## src/rtl/tristate_bus_arbiter_pkg.sv

```systemverilog
// Shared types and widths for the tri-state pad bus arbiter.
// Holds the FSM encoding, counter widths and the round-robin pointer helper.
package tristate_arb_pkg;

   localparam int TURN_W = 4;
   localparam int HOLD_W = 8;
   localparam int IDX_W  = 3;

   typedef enum logic [1:0] {
      ST_IDLE = 2'd0,
      ST_OWN  = 2'd1,
      ST_TURN = 2'd2
   } state_e;

   // Advance an owner index by one, wrapping at the number of requesters.
   function automatic logic [IDX_W-1:0] wrap_inc(logic [IDX_W-1:0] idx, int n);
      if (int'(idx) + 1 >= n) return '0;
      return idx + 1'b1;
   endfunction

endpackage

```

## src/rtl/tristate_bus_arbiter_if.sv

```systemverilog
// Requester/pad-side signal bundle of the tri-state bus arbiter.
// The arbiter uses the master view; requester logic and pad ring use the slave view.
interface tristate_bus_arbiter_if #(
   parameter int N = 4,
   parameter int W = 8
);
   import tristate_arb_pkg::*;

   logic               DIS;
   logic [N-1:0]       REQ;
   logic [N*W-1:0]     D;
   logic [N-1:0]       GNT;
   logic [IDX_W-1:0]   OWNER;
   logic               BUSY;
   logic [W-1:0]       PAD_I;
   logic [W-1:0]       PAD_T;

   modport master (
      input  DIS, REQ, D,
      output GNT, OWNER, BUSY, PAD_I, PAD_T
   );

   modport slave (
      output DIS, REQ, D,
      input  GNT, OWNER, BUSY, PAD_I, PAD_T
   );

endinterface

```

## src/rtl/tristate_bus_arbiter_rr_pick.sv

```systemverilog
// Combinational round-robin picker: first set request at or above ptr,
// otherwise the lowest set request (wrap-around search).
module rr_pick
   import tristate_arb_pkg::*;
#(
   parameter int N = 4
) (
   input  logic [N-1:0]     req,
   input  logic [IDX_W-1:0] ptr,
   output logic             valid,
   output logic [N-1:0]     win_oh,
   output logic [IDX_W-1:0] win_idx
);

   // NOTE: every output of a combinational block gets a default first so no
   // path leaves it unassigned, which would otherwise infer a latch.
   always_comb begin
      valid   = 1'b0;
      win_oh  = '0;
      win_idx = '0;
      for (int j = 0; j < N; j++) begin
         if (!valid && req[j] && (j >= int'(ptr))) begin
            valid     = 1'b1;
            win_oh[j] = 1'b1;
            win_idx   = IDX_W'(j);
         end
      end
      // Nothing at or above the pointer: wrap and take the lowest request.
      for (int j = 0; j < N; j++) begin
         if (!valid && req[j]) begin
            valid     = 1'b1;
            win_oh[j] = 1'b1;
            win_idx   = IDX_W'(j);
         end
      end
   end

endmodule

```

## src/rtl/tristate_bus_arbiter.sv

```systemverilog
// Round-robin owner of a shared tri-state pad bus with mandatory high-Z
// turnaround between owners, optional hold limit and a global disable.
module tristate_bus_arbiter
   import tristate_arb_pkg::*;
#(
   parameter int N       = 4,
   parameter int W       = 8,
   parameter int TURN    = 2,
   parameter int MAXHOLD = 0
) (
   input logic                  C,
   input logic                  R,
   tristate_bus_arbiter_if.master bus
);

   localparam logic [TURN_W-1:0] TURN_LD  = TURN_W'(TURN);
   localparam logic [HOLD_W-1:0] HOLD_LIM = HOLD_W'(MAXHOLD);
   localparam bit                HOLD_EN  = (MAXHOLD != 0);

   state_e             state_q, state_d;
   logic [N-1:0]       gnt_q, gnt_d;
   logic [IDX_W-1:0]   owner_q, owner_d;
   logic [IDX_W-1:0]   ptr_q, ptr_d;
   logic               pad_t_q, pad_t_d;
   logic [TURN_W-1:0]  turn_q, turn_d;
   logic [HOLD_W-1:0]  hold_q, hold_d;

   logic               pick_valid;
   logic [N-1:0]       pick_oh;
   logic [IDX_W-1:0]   pick_idx;

   logic               grant_ok;
   logic               do_grant;
   logic               owner_req;
   logic               others_req;
   logic               hold_hit;

   rr_pick #(.N(N)) u_pick (
      .req     (bus.REQ),
      .ptr     (ptr_q),
      .valid   (pick_valid),
      .win_oh  (pick_oh),
      .win_idx (pick_idx)
   );

   always_comb begin
      state_d  = state_q;
      gnt_d    = gnt_q;
      owner_d  = owner_q;
      ptr_d    = ptr_q;
      pad_t_d  = pad_t_q;
      turn_d   = turn_q;
      hold_d   = hold_q;
      do_grant = 1'b0;

      // Disable outranks any request, so it simply masks the grant decision.
      grant_ok   = pick_valid && !bus.DIS;
      owner_req  = |(bus.REQ & gnt_q);
      others_req = |(bus.REQ & ~gnt_q);
      hold_hit   = HOLD_EN && (hold_q >= HOLD_LIM) && others_req;

      unique case (state_q)
         ST_IDLE: begin
            do_grant = grant_ok;
         end
         ST_OWN: begin
            if (bus.DIS || !owner_req || hold_hit) begin
               state_d = ST_TURN;
               gnt_d   = '0;
               pad_t_d = 1'b1;
               turn_d  = TURN_LD;
               hold_d  = '0;
            end else if (hold_q != '1) begin
               hold_d = hold_q + 1'b1;
            end
         end
         ST_TURN: begin
            if (turn_q <= TURN_W'(1)) begin
               turn_d   = '0;
               state_d  = ST_IDLE;
               do_grant = grant_ok;
            end else begin
               turn_d = turn_q - 1'b1;
            end
         end
         default: state_d = ST_IDLE;
      endcase

      // The pointer moves past the winner, so the previous owner only wins
      // again when nobody else is asking.
      if (do_grant) begin
         state_d = ST_OWN;
         gnt_d   = pick_oh;
         owner_d = pick_idx;
         ptr_d   = wrap_inc(pick_idx, N);
         pad_t_d = 1'b0;
         hold_d  = HOLD_W'(1);
      end
   end

   // NOTE: state registers use non-blocking assignments so every flop samples
   // the pre-edge values of the others, independent of statement order.
   always_ff @(posedge C) begin
      if (R) begin
         state_q <= ST_IDLE;
         gnt_q   <= '0;
         owner_q <= '0;
         ptr_q   <= '0;
         pad_t_q <= 1'b1;
         turn_q  <= '0;
         hold_q  <= '0;
      end else begin
         state_q <= state_d;
         gnt_q   <= gnt_d;
         owner_q <= owner_d;
         ptr_q   <= ptr_d;
         pad_t_q <= pad_t_d;
         turn_q  <= turn_d;
         hold_q  <= hold_d;
      end
   end

   // Data follows the registered one-hot grant; zero whenever the bus is high-Z.
   always_comb begin
      bus.PAD_I = '0;
      for (int i = 0; i < N; i++) begin
         if (gnt_q[i] && !pad_t_q) bus.PAD_I = bus.D[i*W +: W];
      end
   end

   assign bus.GNT   = gnt_q;
   assign bus.OWNER = owner_q;
   assign bus.PAD_T = {W{pad_t_q}};
   assign bus.BUSY  = (state_q != ST_IDLE);

endmodule

```

## src/flat_wrapper.sv

```systemverilog
// flat-port wrapper written by rule: the top's interface ports become plain ports
module tristate_bus_arbiter_flat import tristate_arb_pkg::*;
#(
   parameter int N       = 4,
   parameter int W       = 8,
   parameter int TURN    = 2,
   parameter int MAXHOLD = 0
)
  (C, R, bus_DIS, bus_REQ, bus_D, bus_GNT, bus_OWNER, bus_BUSY, bus_PAD_I, bus_PAD_T);
  tristate_bus_arbiter_if #(.N(N), .W(W)) bus_i ();
  input logic C;
  input logic R;
  input wire logic [$bits(bus_i.DIS)-1:0] bus_DIS;
  input wire logic [$bits(bus_i.REQ)-1:0] bus_REQ;
  input wire logic [$bits(bus_i.D)-1:0] bus_D;
  output wire logic [$bits(bus_i.GNT)-1:0] bus_GNT;
  output wire logic [$bits(bus_i.OWNER)-1:0] bus_OWNER;
  output wire logic [$bits(bus_i.BUSY)-1:0] bus_BUSY;
  output wire logic [$bits(bus_i.PAD_I)-1:0] bus_PAD_I;
  output wire logic [$bits(bus_i.PAD_T)-1:0] bus_PAD_T;
  assign bus_i.DIS = bus_DIS;
  assign bus_i.REQ = bus_REQ;
  assign bus_i.D = bus_D;
  assign bus_GNT = bus_i.GNT;
  assign bus_OWNER = bus_i.OWNER;
  assign bus_BUSY = bus_i.BUSY;
  assign bus_PAD_I = bus_i.PAD_I;
  assign bus_PAD_T = bus_i.PAD_T;
  tristate_bus_arbiter #(.N(N), .W(W), .TURN(TURN), .MAXHOLD(MAXHOLD)) u_core (.C(C), .R(R), .bus(bus_i));
endmodule
```

## config.mk

```make
export PLATFORM = sky130hd
export DESIGN_NAME = tristate_bus_arbiter_flat
export DESIGN_NICKNAME = d
export VERILOG_FILES = /design/src/rtl/tristate_bus_arbiter_pkg.sv /design/src/rtl/tristate_bus_arbiter_if.sv /design/src/rtl/tristate_bus_arbiter_rr_pick.sv /design/src/rtl/tristate_bus_arbiter.sv /design/src/flat_wrapper.sv
export SDC_FILE = /design/constraint.sdc
export NUM_CORES = 1
export LEC_CHECK = 0
export CAP_MARGIN = 5
export CORE_UTILIZATION = 45
export DETAILED_ROUTE_END_ITERATION = 10
export DONT_BUFFER_PORTS = 1
export HOLD_SLACK_MARGIN = 0.1
export PLACE_DENSITY_LB_ADDON = 0.3
export SKIP_CTS_REPAIR_TIMING = 1
export SYNTH_ARGS = -nofsm -noshare
export SYNTH_HDL_FRONTEND = slang
export SYNTH_SLANG_ARGS = --single-unit
```

## constraint.sdc

```tcl
create_clock -name C -period 2.7 [get_ports C]
set_clock_uncertainty 0.15 [all_clocks]
set_input_delay 0.27 -clock C [delete_from_list [all_inputs] [get_ports C]]
set_output_delay 0.27 -clock C [all_outputs]
set_load 0.005 [all_outputs]
```

* Yosys cells after proc, flatten, opt, wreduce, memory -nomap -nowiden *
Cells that the tools add are included.

cells by class
  reductions and logical operators = 38
  equal/unequal tests = 7
  magnitude comparators = 6
  bitwise gates (word level) = 2
  $add $sub $neg = 3
  muxes and demuxes = 45

operator list
  kind                                                                                  count
  32-bit by 4-bit greater-or-equal comparator with 1-bit output, second input constant  1
  8-bit two-way mux                                                                     4
  3-bit two-way mux                                                                     8
  1-bit two-way mux                                                                     23
  4-bit two-way mux                                                                     5
  1-bit logical AND                                                                     16
  1-bit logical NOT                                                                     10
  4-bit one-hot mux with 2 select lines                                                 1
  2-bit nonzero test                                                                    4
  1-bit by 3-bit greater-or-equal comparator with 1-bit output, first input constant    2
  2-bit by 3-bit greater-or-equal comparator with 1-bit output, first input constant    2
  2-bit by 1-bit inequality test with 1-bit output, second input constant               3
  3-bit by 1-bit inequality test with 1-bit output, second input constant               2
  2-bit one-hot mux with 3 select lines                                                 1
  3-bit AND reduction                                                                   2
  3-bit by 1-bit adder with 4-bit output, second input constant                         1
  4-bit AND                                                                             1
  4-bit by 1-bit less-or-equal comparator with 1-bit output, second input constant      1
  2-bit two-way mux                                                                     2
  2-bit AND reduction                                                                   2
  4-bit OR reduction                                                                    1
  4-bit by 1-bit subtractor with 4-bit output, second input constant                    1
  3-bit by 1-bit adder with 3-bit output, second input constant                         1
  2-bit by 1-bit == test with 1-bit output, second input constant                       1
  other kinds (6)                                                                       6

storage, ports and cells
  flip-flop bits (word level) = 17
  logic and storage cells = 108
  input port bits = 39

* Depth between registers and ports, before layout *
  depth after elaboration = 32
  mapped depth = 8
  gate-level depth less buffers = 7

* Cells and area by module *
Synthesis repeated with hierarchy kept, for this count alone.

second synthesis, totals
  cells, all modules = 171
  area total of the unflattened synthesis = 1275.0 um^2

modules (own cells, without submodules)
  module                seq. area each (um^2)  instances  area an instance (um^2)  cells an instance
  tristate_bus_arbiter  340.3                  1          1111.1                   143
  rr_pick               0.0                    1          163.9                    28

* Worst setup path after synthesis *
No wires, ideal clock.

  kind = register to register
  from = reg u_core.turn_q[0]
  to = reg u_core.owner_q[0] (netlist: u_core.bus.OWNER[0])
  path slack = 726 ps
  arrival = 1733 ps
  clock period less this slack = 1974 ps
  setup time = 91 ps
  required time = 2459 ps
  stages on the path, launching flop included = 9
  path buffers = 1
  cells stage by stage = dfxtp_1 > inv_1 > ha_1 > nor2_1 > or3_4 > a2111oi_4 > buf_6 > nor2_1 > a311oi_1

between the ends
  cells in the longest elaborated chain, start to end = 3

RTL lines
  what                                                       RTL line                     RTL
  start, declared                                            tristate_bus_arbiter.sv:25   logic [TURN_W-1:0] turn_q, turn_d;
  start signal, assigned                                     tristate_bus_arbiter.sv:118  turn_q <= turn_d;
  4-bit by 1-bit less-or-equal comparator with 1-bit output  tristate_bus_arbiter.sv:78   if (turn_q <= TURN_W'(1)) begin
  1-bit two-way mux                                          tristate_bus_arbiter.sv:78
  1-bit one-hot mux with 2 select lines                      tristate_bus_arbiter.sv:62   unique case (state_q)
  end signal, assigned                                       tristate_bus_arbiter.sv:115  owner_q <= owner_d;
  end, declared                                              tristate_bus_arbiter.sv:22   logic [IDX_W-1:0] owner_q, owner_d;

Every way passes these cells.
A chain may end at the register's enable or synchronous reset.

* Worst setup path in the final report *
  from = reg u_core.turn_q[0]
  to = reg u_core.gnt_q[2] (netlist: u_core.bus.GNT[2])

between the ends
  cells in the longest elaborated chain, start to end = 5
  elaborated cells between the ends (all ways) = 7

RTL lines
  what                                                           RTL line                     RTL
  4-bit by 1-bit less-or-equal comparator with 1-bit output (*)  tristate_bus_arbiter.sv:78
  1-bit two-way mux (*)                                          tristate_bus_arbiter.sv:78
  1-bit one-hot mux with 2 select lines (*)                      tristate_bus_arbiter.sv:62
  2-bit nonzero test (no line)                                   n/a
  2-bit AND reduction (no line)                                  n/a
  end signal, assigned                                           tristate_bus_arbiter.sv:114  gnt_q <= gnt_d;
  end, declared                                                  tristate_bus_arbiter.sv:21   logic [N-1:0] gnt_q, gnt_d;

Mark *: on every way between the ends. The rest lies on a longest branch, timed or not.

==> flow_summary.yaml <==
timing:
  rsz0062_at_grt: "false"
  slew_violations: 0
  layout_min_cycle_time_ns: 2.29
  whs_ns: 0.0673
  timing.fmax_mhz: 436
  slew_headroom: 0.531
  setup-tns-final_ns: 0
  min_period_over_period: 0.849
  hold_violations: 0
  fin_ws_ns: 0.409
  worst_pin_slew_ns: 0.702
  setup_viol: 0
route:
  wl_met2_um: 1430
  first_pass_iters: 4
  drt_wl_total_um: 2820
  antenna_left: 0
  vias: 1131
  wl_met1_um: 1120
  wl_per_cell_um: 15.7
  drt_iter0_markers: 32
  highest_layer: "met4"
  post-route-drc-count: 0
  met3_length_um: 221
  viasPerCell: 6.28
setup_path:
  crit_required_ns: 2.78
  critPathLaunch: "u_core.turn_q[0]"
  worst-r2r-cell-count: 7
  worstPathMaxFanout: 12
  cp-end-kind: "flop"
  worst_ep_arrival_time_ns: 2.37
  regToRegStartpoint: "u_core.turn_q[0]"
  critPathKind: "reg -> reg"
  r2r_slack_ns: 0.41
  start_kind: "flop"
placement:
  gp_congestion: 0.853
  dp_hpwl_um: 2020
  io_buffers: 0
  dp_worst_setup_slack_ns: 0.435
clocking:
  numCtsBuffers: 3
  path_clk_slew_ns: 0.09
  root_buffer: "clkbuf_4"
  clkLatencyLatePin_ns: 0.30
  cts_max_level: 1
  cts.sinks: 16
  cts_tree: "done"
  clockBufferDepth: 2
floorplan:
  die_h_um: 53.8
  die_area_um2: 2890
  initial_core_util: 0.482
  die_w_um: 53.8
  fp-row-count: 18
  coreArea_um2: 2500
  ios: 63
hold_path:
  whs_path_depth: 2
  worstHoldPathType: "in -> reg"
  hold_start: "bus_REQ[2]"
yosys:
  yosysWarnings: 0
  ys_seq_elements: 16
  syn_area_per_cell_um2: 7.40
  syn-num-nets: 205
  postSynthCellCount: 163
  yosysSeqAreaShare: 0.266
  ys_types: 37
  syn_area_um2: 1210
power:
  p_seq_frac: 0.528
  ir_drop_uv: 240
  p_sw_frac: 0.327
  intPower_mw: 0.356
  total_power_mw: 0.529
  powerDensity_nw_per_um2: 447
  power_frac_clock: 0.249
  p_comb_frac: 0.223
  p_sw_mw: 0.173
  leakagePower_nw: 0.417
flow_run:
  maxCapViolCount: 0
grt:
  grt_pass1_wl_um: 3950
  antenna_found_initial: 0
  grt_usage: 0.191
  grt_max_degree: 20
  overflow: 0
  grt_pass1_vias: 914
final_layout:
  diodes: 0
  final_nets: 194
  area_growth_syn_to_layout_pct: -1.97
  regArea_um2: 320
  nFillCells: 252
  multi_input_area_um2: 753
  fin_util: 0.473
  drive_gt1_frac: 0.0467
status:
  status: "complete, no violations"
-- worst max-delay path, cell delays in order (launching register included) --
cell	delay, ns
dfxtp_1	0.35
inv_1	0.07
ha_1	0.18
nor2_1	0.07
or3_4	0.35
a2111oi_4	0.66
or2b_1	0.28
a21oi_1	0.11
-- per-stage QoR --
step | area, µm² | cells
after floorplan | 1210 | 163
after global routing | 1180 | 180
after CTS | 1150 | 177
after global placement | 1130 | 174
after detailed placement | 1130 | 174
final | 1180 | 180
-- final timing paths --
check,to
setup / recovery,u_core.bus.GNT[2]
hold / removal,u_core.bus.OWNER[1]
setup reg to reg,u_core.bus.GNT[2]
hold reg to reg,u_core.ptr_q[0]
-- power by group through the flow --
stage                     Sequential, mW  Combinational (mW)  Clock (mW)
after detailed placement           0.285               0.110           0
after floorplan                    0.269               0.126           0
after global routing               0.284               0.136       0.138
after CTS                          0.279               0.110       0.131
after global placement             0.283               0.106           0
final                              0.279               0.118       0.132
-- registers in the layout, summed over array words and instances (netlist names) --
signal            count
u_core.bus.GNT        4
u_core.state_q        2
u_core.ptr_q          3
u_core.turn_q         4
u_core.pad_t_q        1
u_core.bus.OWNER      2
-- cell type report --
class / instances / share of cell area
Sequential cell: 16 / 0.271
Inverter: 5 / 0.0159
Tap cell: 30 / 0.0317
Multi-Input combinational cell: 123 / 0.637
Clock buffer: 3 / 0.0190
Timing Repair Buffer: 3 / 0.0254
-- cells by family after synthesis --
group | Yosys count | share of synthesized area
other | 1 | 0.00311
AND/OR/NAND/NOR | 69 | 0.297
flip-flops | 16 | 0.266
AO/OA/AOI/OAI | 50 | 0.294
buffers and inverters | 24 | 0.110
adder cells (fa/ha/maj) | 3 | 0.0311
-- layer usage --
layer  global-route usage  vias up
li1                     -      561
met1                0.224      512
met2                0.327       53
met3               0.0311        5
met4                0.105        0
met5                    0        -
-- layout by cell type, fill, tap and decap left out, types with 3 or more instances in the layout --
master and n:
nor2b_1 11, a31oi_1 3, a22oi_1 3, a311oi_1 3, nor2_1 17, dfxtp_1 16
dlygate4sd3_1 3, o21ai_0 4, inv_1 5, nand3_1 8, o31ai_1 3, a21oi_1 19
clkbuf_4 3, nor3_1 11, ha_1 3, a221oi_1 8, nand2_1 8
-- synth_stat cells --
library cell	count	area share
o21ai_0	4	0.017
and3_1	2	0.010
a2111oi_4	1	0.023
a2111o_1	1	0.0093
or3b_2	1	0.0073
nor3_1	11	0.046
or3_1	2	0.010
dfxtp_1	16	0.27
or2b_1	2	0.012
o31ai_1	3	0.019
clkbuf_1	7	0.022
buf_6	1	0.0093
nand2_1	8	0.025
a211oi_1	1	0.0062
buf_4	9	0.056
inv_1	5	0.016
a22oi_1	3	0.019
a21oi_1	19	0.079
a31oi_1	3	0.016
o211ai_1	1	0.0062
a311o_1	1	0.0083
nand3b_1	2	0.012
nand3_1	8	0.033
buf_2	1	0.0041
a311oi_1	3	0.022
a21o_1	1	0.0062
nor2b_1	11	0.057
nand2b_1	2	0.010
buf_1	1	0.0031
ha_1	3	0.031
or3_4	1	0.0093
or2_2	1	0.0052
nor2_1	17	0.053
conb_1	1	0.0031
o21bai_1	1	0.0062
a221oi_1	8	0.058
nor4_1	1	0.0052
No activity file was read; power rests on OpenSTA's default activity.
